$ cat src/rtl/spm_arb_pkg.sv
// Shared definitions for the SpMV fetch arbiter: FSM state encoding,
// default geometry and a helper for index widths.
package spm_arb_pkg;

  localparam int SPM_ELE_W_DEF = 32;
  localparam int CHAN_NUM_DEF  = 16;

  typedef enum logic [1:0] {
    IDLE      = 2'd0,
    ISSUE     = 2'd1,
    WAIT_RESP = 2'd2
  } arb_state_e;

  // Index width for a channel count; never zero so a single channel still works.
  function automatic int idx_w(input int n);
    return (n > 1) ? $clog2(n) : 1;
  endfunction

endpackage

$ cat src/rtl/spm_rr_picker.sv
// Combinational round-robin picker: first requester at or after ptr,
// wrapping CHAN_NUM-1 -> 0.
module spm_rr_picker
  import spm_arb_pkg::*;
#(
  parameter int CHAN_NUM = CHAN_NUM_DEF,
  parameter int IDX_W    = idx_w(CHAN_NUM)
) (
  input  logic [CHAN_NUM-1:0] req,
  input  logic [IDX_W-1:0]    ptr,
  output logic [CHAN_NUM-1:0] grant,
  output logic [IDX_W-1:0]    idx,
  output logic                any
);

  // Walk the channels starting at ptr; the first hit wins.
  always_comb begin
    int j;
    j     = 0;
    grant = '0;
    idx   = '0;
    any   = 1'b0;
    for (int i = 0; i < CHAN_NUM; i++) begin
      j = int'(ptr) + i;
      if (j >= CHAN_NUM) j = j - CHAN_NUM;
      if (!any && req[j]) begin
        any      = 1'b1;
        idx      = IDX_W'(j);
        grant[j] = 1'b1;
      end
    end
  end

endmodule

$ cat src/rtl/spm_fetch_arbiter.sv
// Shares one memory read port between CHAN_NUM SpMV channels. One
// outstanding request; the response triple is registered and broadcast,
// with a one-cycle stall bubble cleared only for the granted channel.
// Optional: define SPM_FETCH_ARB_PERF_EN to add saturating perf counters
// (perf_grant_cnt, perf_stall_cnt).
module spm_fetch_arbiter
  import spm_arb_pkg::*;
#(
  parameter int SPM_ELE_W = SPM_ELE_W_DEF,
  parameter int CHAN_NUM  = CHAN_NUM_DEF
) (
  input  logic                          clk,
  input  logic                          rst,
  input  logic [CHAN_NUM-1:0]           chan_req,
  input  logic [CHAN_NUM*SPM_ELE_W-1:0] chan_addr,
  output logic                          mem_req_valid,
  output logic [SPM_ELE_W-1:0]          mem_req_addr,
  input  logic                          mem_req_ready,
  input  logic                          mem_resp_valid,
  input  logic [SPM_ELE_W-1:0]          mem_resp_val,
  input  logic [SPM_ELE_W-1:0]          mem_resp_row_len,
  input  logic [SPM_ELE_W-1:0]          mem_resp_col_idx,
  output logic [SPM_ELE_W-1:0]          spm_val,
  output logic [SPM_ELE_W-1:0]          spm_row_len,
  output logic [SPM_ELE_W-1:0]          spm_col_idx,
  output logic [CHAN_NUM-1:0]           spm_fetch_stall,
  output logic [CHAN_NUM-1:0]           grant_onehot,
  output logic                          busy
`ifdef SPM_FETCH_ARB_PERF_EN
  ,
  output logic [31:0]                   perf_grant_cnt,
  output logic [31:0]                   perf_stall_cnt
`endif
);

  localparam int IDX_W = idx_w(CHAN_NUM);

  arb_state_e                         state_q, state_d;
  logic [IDX_W-1:0]                   rr_ptr_q;
  logic [IDX_W-1:0]                   grant_idx_q;
  logic [CHAN_NUM-1:0]                grant_q;
  logic [SPM_ELE_W-1:0]               addr_q;
  logic [CHAN_NUM-1:0][SPM_ELE_W-1:0] addr_arr;

  logic [CHAN_NUM-1:0] pick_onehot;
  logic [IDX_W-1:0]    pick_idx;
  logic                pick_any;
  logic                take;
  logic                deliver;

  assign addr_arr = chan_addr;

  spm_rr_picker #(
    .CHAN_NUM (CHAN_NUM),
    .IDX_W    (IDX_W)
  ) u_picker (
    .req   (chan_req),
    .ptr   (rr_ptr_q),
    .grant (pick_onehot),
    .idx   (pick_idx),
    .any   (pick_any)
  );

  // A new grant can only be taken in IDLE; data is delivered only from
  // WAIT_RESP, so responses seen in other states are dropped.
  assign take          = (state_q == IDLE) && pick_any;
  assign deliver       = (state_q == WAIT_RESP) && mem_resp_valid;
  assign mem_req_valid = (state_q == ISSUE);
  assign mem_req_addr  = addr_q;
  assign busy          = (state_q != IDLE);
  assign grant_onehot  = busy ? grant_q : '0;

  // Next-state logic for the single-outstanding-request FSM.
  always_comb begin
    state_d = state_q;
    case (state_q)
      IDLE:      if (pick_any)       state_d = ISSUE;
      ISSUE:     if (mem_req_ready)  state_d = WAIT_RESP;
      WAIT_RESP: if (mem_resp_valid) state_d = IDLE;
      default:                       state_d = IDLE;
    endcase
  end

  // State register; reset abandons any transaction in flight.
  always_ff @(posedge clk) begin
    if (rst) state_q <= IDLE;
    else     state_q <= state_d;
  end

  // Latch the grant and its address at selection time so later changes
  // on chan_addr / chan_req cannot disturb the transaction.
  always_ff @(posedge clk) begin
    if (rst) begin
      grant_idx_q <= '0;
      grant_q     <= '0;
      addr_q      <= '0;
    end else if (take) begin
      grant_idx_q <= pick_idx;
      grant_q     <= pick_onehot;
      addr_q      <= addr_arr[pick_idx];
    end
  end

  // Register the response triple and advance the round-robin pointer
  // past the channel just served.
  always_ff @(posedge clk) begin
    if (rst) begin
      spm_val     <= '0;
      spm_row_len <= '0;
      spm_col_idx <= '0;
      rr_ptr_q    <= '0;
    end else if (deliver) begin
      spm_val     <= mem_resp_val;
      spm_row_len <= mem_resp_row_len;
      spm_col_idx <= mem_resp_col_idx;
      rr_ptr_q    <= (grant_idx_q == IDX_W'(CHAN_NUM - 1)) ? '0 : grant_idx_q + 1'b1;
    end
  end

  // Per-channel stall: low for exactly the cycle after delivery, and only
  // for the owner of the transaction.
  for (genvar i = 0; i < CHAN_NUM; i++) begin : g_lane
    always_ff @(posedge clk) begin
      if (rst) spm_fetch_stall[i] <= 1'b1;
      else     spm_fetch_stall[i] <= ~(deliver && grant_q[i]);
    end
  end

`ifdef SPM_FETCH_ARB_PERF_EN
  // Saturating counters: delivered triples, and ISSUE cycles lost to backpressure.
  always_ff @(posedge clk) begin
    if (rst) begin
      perf_grant_cnt <= '0;
      perf_stall_cnt <= '0;
    end else begin
      if (deliver && (perf_grant_cnt != '1))
        perf_grant_cnt <= perf_grant_cnt + 32'd1;
      if ((state_q == ISSUE) && !mem_req_ready && (perf_stall_cnt != '1))
        perf_stall_cnt <= perf_stall_cnt + 32'd1;
    end
  end
`endif

endmodule

$ cat config.mk
export PLATFORM = sky130hd
export DESIGN_NAME = spm_fetch_arbiter
export DESIGN_NICKNAME = d
export VERILOG_FILES = /design/src/rtl/spm_arb_pkg.sv /design/src/rtl/spm_rr_picker.sv /design/src/rtl/spm_fetch_arbiter.sv
export SDC_FILE = /design/constraint.sdc
export NUM_CORES = 1
export LEC_CHECK = 0
export BUFFER_PORTS_ARGS = -buffer_cell sky130_fd_sc_hd__buf_2
export CORE_AREA = 2 2 305 307
export CTS_CLUSTER_DIAMETER = 200
export DETAILED_ROUTE_END_ITERATION = 10
export DIE_AREA = 0 0 307 309
export PLACE_DENSITY = 0.41
export SLEW_MARGIN = 0
export SYNTH_ARGS = -nofsm -noshare
export SYNTH_HDL_FRONTEND = slang
export SYNTH_HIERARCHICAL = 1
export SYNTH_SLANG_ARGS = --single-unit
export TNS_END_PERCENT = 5
$ cat constraint.sdc
create_clock -name clk -period 5.34 [get_ports clk]
set_clock_uncertainty 0.05 [all_clocks]
set_input_delay 0.534 -clock clk [delete_from_list [all_inputs] [get_ports clk]]
set_output_delay 0.534 -clock clk [all_outputs]
set_load 0.02 [all_outputs]
==> run metrics, run 1 <==
status finished clean; Startpoint Class flip-flop; VDD IR max 0.0001315 V; CP arrival 5430 ps; global-route wire length before repair 139.5 mm; fmax 195.3 MHz; Fillers 10260; sw power 1.877 mW; post-synthesis register bit count 170; cell count after synthesis 1431; initial core utilization 0.1493; CTS Buf Count 17; CTS Sinks 170; dpl cells 3416; Largest stage delay, worst path 620 ps; largest net degree at the start of global routing 87; drt drc 0; GRT Residual Overflow 0; nature of the critical path endpoint flip-flop; H-tree depth 4; final hold violations 0; most used flip-flop cell after synthesis dfxtp_1; Synth cell types 98; Lkg Pwr 8.588 nW; Buf/Inv on CP 4; Crit path required time 5650 ps; DR WL/cell 31.04 um; Hold Path Class input pin to flip-flop; Power Density 245.9 nW/um2; drt total wl 108.0 mm; Vias/cell 4.717; row count 111; CTS root buf clkbuf_16; Post-synth EDFFs 0; fin nets 2897; worst hold slack 229.7 ps; combinational fraction of design power 0.439; Max-Slew Margin vs Limit 0.3237; Worst-Skew Late Latency 480 ps; Synth Cell Area 13640 um2; DIE WIDTH 307 um; Non-Filler Instances 3478; Syn. warnings 6; Die Area 94860 um2; Top Ports 790; hold path startpoint mem_resp_row_len[12]; Sw Ratio 0.3751; top-area cell type share of the netlist area 0.2495; Core ar. 91390 um2; clock-pin slew of the registers on the worst-case setup and hold paths 100 ps; sequential area share after synthesis 0.2495; Period Utilization, post-route 0.9589; worst-margin pin slew 1011 ps; routability congestion estimate 0.9464; Area after DPL 19600 um2; initial antenna violation count 106; worst setup path startpoint rr_ptr_q[0]; clock power share 0.282; Mapped Nets 2077; Setup Crit Path Kind flip-flop to flip-flop; area delta synth->final 49.23%; die extent in y 309 um; Routed Antenna Nets 0; Clock Path Buffers 2; CTS tree yes; min Tclk post-route 5120 ps; initial DRC count 1648; CP Cell Sequence inv_1 > ha_2 > mux4_2 > and4bb_4 > or4_1 > nor3_2 > nand4b_1 > o22ai_1 > or3_1 > o21a_1 > a21oi_1 > nor2_4 > buf_12 > buf_4 > mux4_2 > mux2i_1 > buf_4 > o221ai_1; commonest non-fill, non-tap cell in the layout buf_2; slowest CP cell or4_1; largest cells by area after synthesis dfxtp_1 (25%), mux4_2 (24%), nand2_1 (8.5%); dominant cell type by area after synthesis dfxtp_1; Int Pwr 3.128 mW; I/O Buffers 789; # setup viols final 0; First-pass DRT Iterations 8; vias in the first global route 15580; sequential share of power 0.279; highest-count cells in the layout ignoring fill and taps buf_2 (788), nand2_1 (308), dfxtp_1 (170); hpwl dp 92.70 mm; routed via count 16410; cell family with most CP delay simple AND/OR/NAND/NOR gates; Final Slew Violations 0; post-route cell area 20350 um2; Syn Area/Cell 9.531 um2; fraction of layout instances using a drive strength above 1 0.5150; GRT Util Overall 0.2167; maxcap violations 0; ys async rst share 0; unrepaired setup endpoints after global routing true; worst reg2reg startpoint rr_ptr_q[0]; Worst Path Max Fanout 15
## cell usage after synthesis, drive strengths merged (11+ instances only)
library cell	count
nand2	309
dfxtp	170
mux4	154
a21oi	153
buf	80
mux2i	79
clkbuf	55
nor2	45
nand3b	32
o221ai	31
nand3	29
and3	22
nor2b	19
ha	18
o21ai	18
a221oi	17
a31oi	16
inv	14
nor3	14
a221o	12
a22oi	11
## kinds of logic (layout without fill, tap and decap cells)
| logic type | Yosys count | count (layout) | synth area share |
|---|---|---|---|
| fa+ha+maj | 18 | 18 | 0.01651 |
| xor+xnor | 13 | 13 | 0.01138 |
| compound gates | 315 | 315 | 0.1550 |
| simple gates | 525 | 525 | 0.1855 |
| other cells | 0 | 28 | 0 |
| buf+inv | 151 | 984 | 0.06036 |
| mux | 239 | 239 | 0.3217 |
| flops | 170 | 170 | 0.2495 |
## worst reg2reg max path, stage by stage (launching register included)
cell and delay (ps):
dfxtp_1 380, inv_1 80, ha_2 440, mux4_2 590, and4bb_4 260, or4_1 620
nor3_2 310, nand4b_1 210, o22ai_1 210, or3_1 130, o21a_1 150, a21oi_1 80
nor2_4 170, buf_12 200, buf_4 200, mux4_2 490, mux2i_1 200, buf_4 140
o221ai_1 100
## final cells by class
| type | count | area, um2 | share of cell area |
|---|---|---|---|
| multi-input combinational | 1110 | 9474 | 0.4655 |
| timing repair buffer | 938 | 5245 | 0.2577 |
| antenna | 28 | 70.07 | 0.003443 |
| tap | 1186 | 1484 | 0.07291 |
| sequential | 170 | 3403 | 0.1672 |
| clock buffer | 19 | 452.9 | 0.02225 |
| clock inverter | 13 | 171.4 | 0.008422 |
| inverter | 14 | 52.55 | 0.002582 |
## flip-flops by register name, summed over array words and instances (netlist names)
| name | cells |
|---|---|
| grant_idx_q | 4 |
| state_q | 2 |
| spm_row_len | 32 |
| grant_q | 16 |
| rr_ptr_q | 4 |
| spm_val | 32 |
| spm_fetch_stall | 16 |
| spm_col_idx | 32 |
| mem_req_addr | 32 |
## power groups by stage
stage	logic [mW]	registers, mW	clock network (mW)
after floorplan	1.13	1.49	0
after global placement	2.18	1.42	0
after detailed placement	2.18	1.43	0
after CTS	2.18	1.40	1.46
after global routing	2.32	1.40	1.49
final	2.20	1.40	1.41
## per-stage QoR
step,worst slack [ps],utilization,power [mW],TNS [ps]
after global placement,117.9,0.2145,3.598,0
after global routing,-16.06,0.2225,5.213,-41.28
final,219.6,0.2227,5.006,0
after CTS,66.00,0.2214,5.034,0
after floorplan,14.99,-,2.617,0
after detailed placement,51.42,0.2145,3.603,0
## final timing paths
path                                      endpoint  slack [ps]  cells past startpoint
worst min-delay path               spm_row_len[12]         230                      3
worst min register to register  spm_fetch_stall[6]         350                      1
worst max-delay path              mem_req_addr[20]         220                     18
worst max register to register    mem_req_addr[20]         220                     18
## per-layer routing
metal	vias to the layer above	global-route usage	wire length (um)
met5	-	0.01871	236
met4	38	0.04980	2612
met3	197	0.07790	10770
met2	969	0.3555	50600
met1	8074	0.2694	43740
li1	7128	-	-
## what timing repair did
item                       CTS  global route
setup buffers                0             1
hold buffers                 0             0
setup endpoints to repair    0            32
resized for setup            0             6
(Power assumes the default switching activity.)
==> inputs of run 2 (changes only) <==
--- a/config.mk
+++ b/config.mk
@@ -10,7 +10,7 @@
 export CTS_CLUSTER_DIAMETER = 200
 export DETAILED_ROUTE_END_ITERATION = 10
 export DIE_AREA = 0 0 307 309
-export PLACE_DENSITY = 0.41
+export PLACE_DENSITY_LB_ADDON = 0.2
 export SLEW_MARGIN = 0
 export SYNTH_ARGS = -nofsm -noshare
 export SYNTH_HDL_FRONTEND = slang
==> run 2 against run 1 <==
Flip-flop and latch count is the same. Cell area grew 1.3%. Wire length grew 5.3%.
==> run metrics, run 2 (synthesis gave the netlist of run 1 again) <==
GRT Util Overall 0.2283; final hold violations 0; vias in the first global route 16310; I/O Buffers 789; R2R cell count 17; Core ar. 91390 um2; DR WL/cell 32.50 um; Hold Path Class input pin to flip-flop; number of hold buffers added after cts 0; area delta synth->final 51.11%; routed via count 16680; Fillers 10180; hold path startpoint mem_resp_val[15]; area of the multi-input gates 9590 um2; commonest non-fill, non-tap cell in the layout buf_2; CTS Sinks 170; global-route wire length before repair 147.2 mm; fin nets 2908; fmax 194.6 MHz; Routed Antenna Nets 0; worst-margin pin slew 1118 ps; fraction of layout instances using a drive strength above 1 0.5235; # setup viols final 0; Vias/cell 4.766; Lkg Pwr 8.658 nW; post-route cell area 20610 um2; routability congestion estimate 0.9702; largest net degree at the start of global routing 99; Area after DPL 19520 um2; Worst R2R Setup Slack 200 ps; drt total wl 113.7 mm; hpwl dp 97.55 mm; setup ws final 201.1 ps; Crit path required time 5620 ps; Worst-Skew Late Latency 480 ps; unrepaired setup endpoints after global routing true; Layout Utilization 0.2255; Clock Path Buffers 2; First-pass DRT Iterations 5; highest-count cells in the layout ignoring fill and taps buf_2 (788), nand2_1 (308), dfxtp_1 (170); initial core utilization 0.1493; Startpoint Class flip-flop; GRT Residual Overflow 0; Max-Slew Margin vs Limit 0.2544; die extent in y 309 um; min Tclk post-route 5139 ps; row count 111; H-tree depth 4; worst reg2reg startpoint rr_ptr_q[0]; Hold Path End spm_val[15]; status finished clean; clock-pin slew of the registers on the worst-case setup and hold paths 90 ps; drt drc 0; Power Density 248.8 nW/um2; VDD IR max 0.0001534 V; Die Area 94860 um2; Setup Crit Path Kind flip-flop to flip-flop; Top Ports 790; initial DRC count 1628; Worst Path Max Fanout 16; CTS Buf Count 17; nature of the critical path endpoint flip-flop; worst flop-to-flop path endpoint mem_req_addr[16]; CP arrival 5420 ps; DIE WIDTH 307 um; Final Slew Violations 0; CTS root buf clkbuf_16; dpl ws -365.8 ps; hold path cells 3; initial antenna violation count 81; CTS tree yes; Register Area 3403 um2; maxcap violations 0; Period Utilization, post-route 0.9623
## run 2: power breakdown
group	internal, mW	total, mW	switching (mW)
clock	0.690	1.43	0.739
sequential	1.34	1.42	0.0790
combinational	1.09	2.28	1.19
## run 2: worst max-delay path by stage
stage	from	endpoint	slack, ps	cells after the start
floorplan	rr_ptr_q[1]	mem_req_addr[10]	10	22
global placement	rr_ptr_q[0]	mem_req_addr[30]	-360	16
detailed placement	rr_ptr_q[0]	mem_req_addr[30]	-370	16
CTS	rr_ptr_q[0]	mem_req_addr[8]	70	19
global route	rr_ptr_q[0]	mem_req_addr[29]	-3	19
finish	rr_ptr_q[0]	mem_req_addr[16]	200	17
## run 2: timing repair
item,4_1_cts,5_1_grt
pin swaps,0,2
setup buffers,4,17
gates resized for setup,13,20
endpoints found under the setup margin,32,31
cloned,1,0
## run 2: final cells by class
type / instances / share of cell area
antenna: 38 / 0.004614
clock buffer: 17 / 0.02064
clock inverter: 15 / 0.01044
inverter: 14 / 0.002550
multi-input combinational: 1111 / 0.4653
sequential: 170 / 0.1651
tap: 1186 / 0.07200
timing repair buffer: 948 / 0.2593
## run 2: per-layer routing
metal / routed length (um) / vias to the layer above / track usage
met2: 52300 / 931 / 0.3649
met1: 47770 / 8378 / 0.2939
li1: - / 7159 / -
met5: 206 / - / 0
met3: 9333 / 173 / 0.06392
met4: 4098 / 34 / 0.08077
## run 2: worst max-delay path, cell delays in order, from the launching register on
cell      delay [ps]
dfxtp_1          350
inv_1            130
ha_4             360
mux4_1           640
mux4_2           590
or2_2            310
a311oi_1         320
o22ai_2          150
or3_1            370
o21a_1           220
a21oi_2          170
nor2_4            80
buf_12           160
buf_16           170
buf_12           140
mux4_2           400
mux2i_1          230
o221ai_1         140
## run 2: through the flow
step	std cells	hold WS [ps]	TNS [ps]	total power, mW
finish	3499	233.6	0	5.127
global route	3474	205.0	-3.419	5.345
CTS	3444	180.8	0	5.126
detailed placement	3407	338.9	-7666	3.629
global placement	3407	334.4	-7105	3.614
floorplan	1431	316.6	0	2.617
